File: src/rtl/mem_arb_pkg.sv
// Shared types for the instruction/data memory arbiter and the buses around it.
package mem_arb_pkg;

  localparam int ADDR_W = 32;
  localparam int DATA_W = 32;

  typedef logic [DATA_W-1:0] word_t;
  typedef logic [ADDR_W-1:0] addr_t;

  typedef enum logic [1:0] {
    IDLE   = 2'd0,
    DGRANT = 2'd1,
    IGRANT = 2'd2
  } arb_state_t;

endpackage

File: src/rtl/memory_arbiter.sv
// Single-port RAM arbiter: data accesses win, except that a pending fetch is
// granted after STARVE_MAX consecutive data grants.
module memory_arbiter
  import mem_arb_pkg::*;
#(
  parameter int ADDR_W     = 32,
  parameter int DATA_W     = 32,
  parameter int STARVE_MAX = 4
) (
  input  logic              CLK,
  input  logic              nRST,
  input  logic              iREN,
  input  logic [ADDR_W-1:0] iaddr,
  output logic [DATA_W-1:0] iload,
  output logic              iwait,
  input  logic              dREN,
  input  logic              dWEN,
  input  logic [ADDR_W-1:0] daddr,
  input  logic [DATA_W-1:0] dstore,
  output logic [DATA_W-1:0] dload,
  output logic              dwait,
  output logic              ramREN,
  output logic              ramWEN,
  output logic [ADDR_W-1:0] ramaddr,
  output logic [DATA_W-1:0] ramstore,
  input  logic [DATA_W-1:0] ramload,
  input  logic              ramready,
  input  logic              ramerror,
  output logic              memerr
);

  localparam int CNT_W = $clog2(STARVE_MAX + 1);
  localparam logic [CNT_W-1:0] SCNT_MAX = CNT_W'(STARVE_MAX);

  arb_state_t       state_q, state_d;
  logic [CNT_W-1:0] scnt;
  logic             done;
  logic             d_done, i_done;

  assign done   = ramready | ramerror;
  assign d_done = (state_q == DGRANT) & done;
  assign i_done = (state_q == IGRANT) & done;

  always_ff @(posedge CLK or negedge nRST) begin
    if (!nRST) state_q <= IDLE;
    else       state_q <= state_d;
  end

  always_comb begin
    state_d  = state_q;
    ramREN   = 1'b0;
    ramWEN   = 1'b0;
    ramaddr  = '0;
    ramstore = '0;
    unique case (state_q)
      IDLE: begin
        if ((dREN | dWEN) && !(iREN && scnt == SCNT_MAX)) state_d = DGRANT;
        else if (iREN)                                    state_d = IGRANT;
      end
      DGRANT: begin
        ramaddr  = daddr;
        ramstore = dstore;
        // a simultaneous read+write request is treated as a write
        if (dWEN) ramWEN = 1'b1;
        else      ramREN = 1'b1;
        if (done) state_d = IDLE;
      end
      IGRANT: begin
        ramaddr = iaddr;
        ramREN  = 1'b1;
        if (done) state_d = IDLE;
      end
      default: state_d = IDLE;
    endcase
  end

  assign iwait = iREN & ~i_done;
  assign dwait = (dREN | dWEN) & ~d_done;
  assign iload = (i_done && !ramerror) ? ramload : '0;
  assign dload = (d_done && !ramerror) ? ramload : '0;

  always_ff @(posedge CLK or negedge nRST) begin
    if (!nRST) begin
      scnt <= '0;
    end else if (d_done && iREN) begin
      if (scnt != SCNT_MAX) scnt <= scnt + CNT_W'(1);
    end else if (i_done || (state_q == IDLE && !iREN)) begin
      scnt <= '0;
    end
  end

  always_ff @(posedge CLK or negedge nRST) begin
    if (!nRST)                                  memerr <= 1'b0;
    else if (ramerror && state_q != IDLE)       memerr <= 1'b1;
  end

endmodule

File: config.mk
export PLATFORM = sky130hd
export DESIGN_NAME = memory_arbiter
export DESIGN_NICKNAME = d
export VERILOG_FILES = /design/src/rtl/mem_arb_pkg.sv /design/src/rtl/memory_arbiter.sv
export SDC_FILE = /design/constraint.sdc
export NUM_CORES = 1
export LEC_CHECK = 0
export CORE_AREA = 2 2 103 105
export CTS_CLUSTER_DIAMETER = 150
export CTS_CLUSTER_SIZE = 10
export DETAILED_ROUTE_END_ITERATION = 10
export DIE_AREA = 0 0 105 107
export GPL_ROUTABILITY_DRIVEN = 0
export HOLD_SLACK_MARGIN = 0.15
export PLACE_DENSITY_LB_ADDON = 0.2
export SYNTH_ARGS = -nofsm -noshare
export SYNTH_HDL_FRONTEND = slang
export SYNTH_SLANG_ARGS = --single-unit
File: constraint.sdc
create_clock -name CLK -period 1.7 [get_ports CLK]
set_input_delay 0.34 -clock CLK [delete_from_list [all_inputs] [get_ports CLK]]
set_output_delay 0.34 -clock CLK [all_outputs]
set_load 0.01 [all_outputs]
==> metrics.md <==
| Metric | Value |
|---|---|
| Status | `finished with violations` |
| Failing checks | `setup timing` |
| Initial antenna violation count | `1` |
| Max_cap viols | `0` |
| Starting DRT DRC Count | `106` |
| Clock Skews | `1.049 ps` |
| Initial core utilization | `16.85%` |
| Max rail drop VDD | `0.0007159 V` |
| Drc violations | `0` |
| Share of cells above drive strength 1 | `63.89%` |
| Worst slew margin | `80.25%` |
| Tot Pwr | `6.902 mW` |
| Inserted Clock Buffers | `3` |
| Ys flop type | `dfrtp_1` |
| Area Overhead vs Synth | `258.5%` |
| 1st-pass router iterations | `4` |
| Most common cell in the netlist | `and2_1` |
| All-Layer GR Usage | `19.20%` |
| Routed Antenna Nets | `0` |
| Root buffer cell | `clkbuf_8` |
| Clk_lat worst skew | `230 ps` |
| Setup TNS | `-39610 ps` |
| Crit. End Element | `output port` |
| Final number of hold-violating endpoints | `0` |
| Floorplan core area | `0.01009 mm2` |
| Largest cells by area after synthesis | `and2_1 (28%), a22oi_1 (15%), nor2b_1 (12%)` |
| Die width | `105 um` |
| Worst Path Required | `1360 ps` |
| Critical path type | `reg2out` |
| FP Rows | `37` |
| Mapped Cells | `232` |
| Area leader, netlist | `and2_1` |
| Final nets | `707` |
| Final hold slack | `361.0 ps` |
| Die H | `107 um` |
| EDFF count, synth | `0` |
| Synth cell count leaders | `and2_1 (75), a22oi_1 (33), nor2b_1 (33)` |
| Port Buffers | `267` |
| Htree depth | `1` |
| Synth warnings | `0` |
| Max stage delay cell, worst path | `dfrtp_1` |
| Worst Tran Pin Value | `295.3 ps` |
| RSZ-0062 raised after global routing | `true` |
| Leakage | `2.772 nW` |
| Clock transition at the registers of the reported paths | `40 ps` |
| Util after Layout | `60.40%` |
| Max-slew violations | `0` |
| FMAX | `0.4773 GHz` |
| Yosys reg bits | `6` |
| WL per Instance | `16.94 um` |
| Mapped Avg Cell Area | `7.329 um2` |
| Longest Clk Path Bufs | `2` |
| Clock sink count | `6` |
| Hold Path Class | `in2async` |
| WL final | `11900 um` |
| Register area share after synthesis | `8.830%` |
| Critical path peak fanout | `5` |
| Syn_nets | `372` |
| Crit path from | `state_q[0]$_DFFE_PN0P_` |
| Largest net degree at the start of global routing | `20` |
| Vias in the first global route | `3130` |
| Pwr/cell area | `1132 mW/mm2` |
| Worst r2r path cells | `12` |
| Crit-path cells | `inv_2 > ha_4 > and3b_2 > buf_12 > buf_16 > buf_12 > and2_4 > buf_6` |
| I/O pin cnt | `268` |
| CTS tree | `done` |
| Vias | `3031` |
| Vias/cell | `4.318` |
| Die area | `0.01124 mm2` |
| Yosys top cell area share | `27.59%` |
| Grt ovf | `0` |
| Hold Buf Count CTS | `0` |
| First-pass GRT wire length | `16930 um` |
| Final setup fails | `134` |
| Layout fillers | `870` |
| Post-route minimum period | `2095 ps` |
| Mapped Area | `0.001700 mm2` |
| Crit share post-route | `123.2%` |
| Synth cell types | `26` |
| Max incr delay on CP | `380 ps` |
| Reg-to-reg startpoint | `state_q[0]$_DFFE_PN0P_` |
| CP arrival | `1750 ps` |
| CP most frequent cell | `buf_12` |
| HPWL Detailed | `7660 um` |
| Synth async-reset ratio | `100.0%` |
| Startpoint Class | `flop` |
| Final WS setup | `-394.9 ps` |
| Post-Place Worst Slack | `-616.0 ps` |
[critical path, delay by kind of cell (launching register included)]
family | cells | cell delay [ps]
buf+inv | 5 | 590
simple gates | 2 | 370
flops | 1 | 380
fa+ha+maj | 1 | 180
[kinds of logic (layout without fill, tap and decap cells)]
family                     Yosys count  after routing  synth area share (%)
other                                0              1                     0
adders and majority gates            5              5                 3.679
and+or+nand+nor                    143            143                 56.22
DFF                                  6              6                 8.830
AOI/OAI and AO/OA                   51             51                 21.49
buffers and inverters               27            360                 9.787
[per-layer routing]
layer	part of all wire, %	up-vias	GRT usage, %
met2	56	157	37.66
met4	0.98	0	3.905
met5	0	-	0
li1	-	1454	-
met3	7.0	10	4.559
met1	36	1410	20.79
[worst paths after layout]
kind	end	slack [ps]
max	iload[20]	-390
min	scnt[2]$_DFFE_PN0P_	360
max reg2reg	state_q[0]$_DFFE_PN0P_	-170
min reg2reg	memerr$_DFFE_PN0P_	450
max in group asynchronous	state_q[1]$_DFFE_PN0P_	1110
min in group CLK	memerr$_DFFE_PN0P_	450
[placed cells by master (no fill, tap or decap), types with 4 or more instances in the layout]
master,Yosys,routed
a22oi_2,0,23
buf_6,7,141
a22oi_1,33,10
buf_16,0,10
nor2b_1,33,10
buf_12,0,13
clkdlybuf4s50_1,0,133
dfrtp_1,6,6
buf_2,7,28
and2_4,22,81
buf_4,1,23
inv_1,6,4
and2_1,75,18
nor2b_4,0,23
[metrics by stage]
| stage | area (um2) | instances |
|---|---|---|
| 2_1_floorplan | 1700 | 232 |
| 5_1_grt | 6093 | 701 |
| 3_3_place_gp | 4622 | 635 |
| 6_report | 6096 | 702 |
| 3_5_place_dp | 4622 | 635 |
| 4_1_cts | 5376 | 698 |
[sequential cells by signal, summed over array words and instances (netlist names)]
| name | flops |
|---|---|
| state_q | 2 |
| scnt | 3 |
| memerr | 1 |
[final cells by class]
class	count	area (um2)	share of cell area [%]
repair buffers	351	3800	62.34
inverters	6	22.52	0.3695
flip-flops and latches	6	150.1	2.463
multi-input cells	199	1909	31.32
diodes	1	2.502	0.04105
clock buffers	3	41.29	0.6773
well taps	136	170.2	2.791
[power breakdown]
group	leakage, nW	internal [mW]	switching [mW]
registers	0.0744	0.186	0.0399
clock network	0.0216	0.153	0.0716
logic	2.68	4.09	2.36
total	2.77	4.43	2.48
[repair_timing]
action / 4_1_cts / 5_1_grt
setup endpoints to repair: 132 / 136
resized for setup: 671 / 155
pin swaps: 45 / 30
buffers inserted: 47 / 7
cloned: 13 / 0
(Power assumes the default switching activity.)
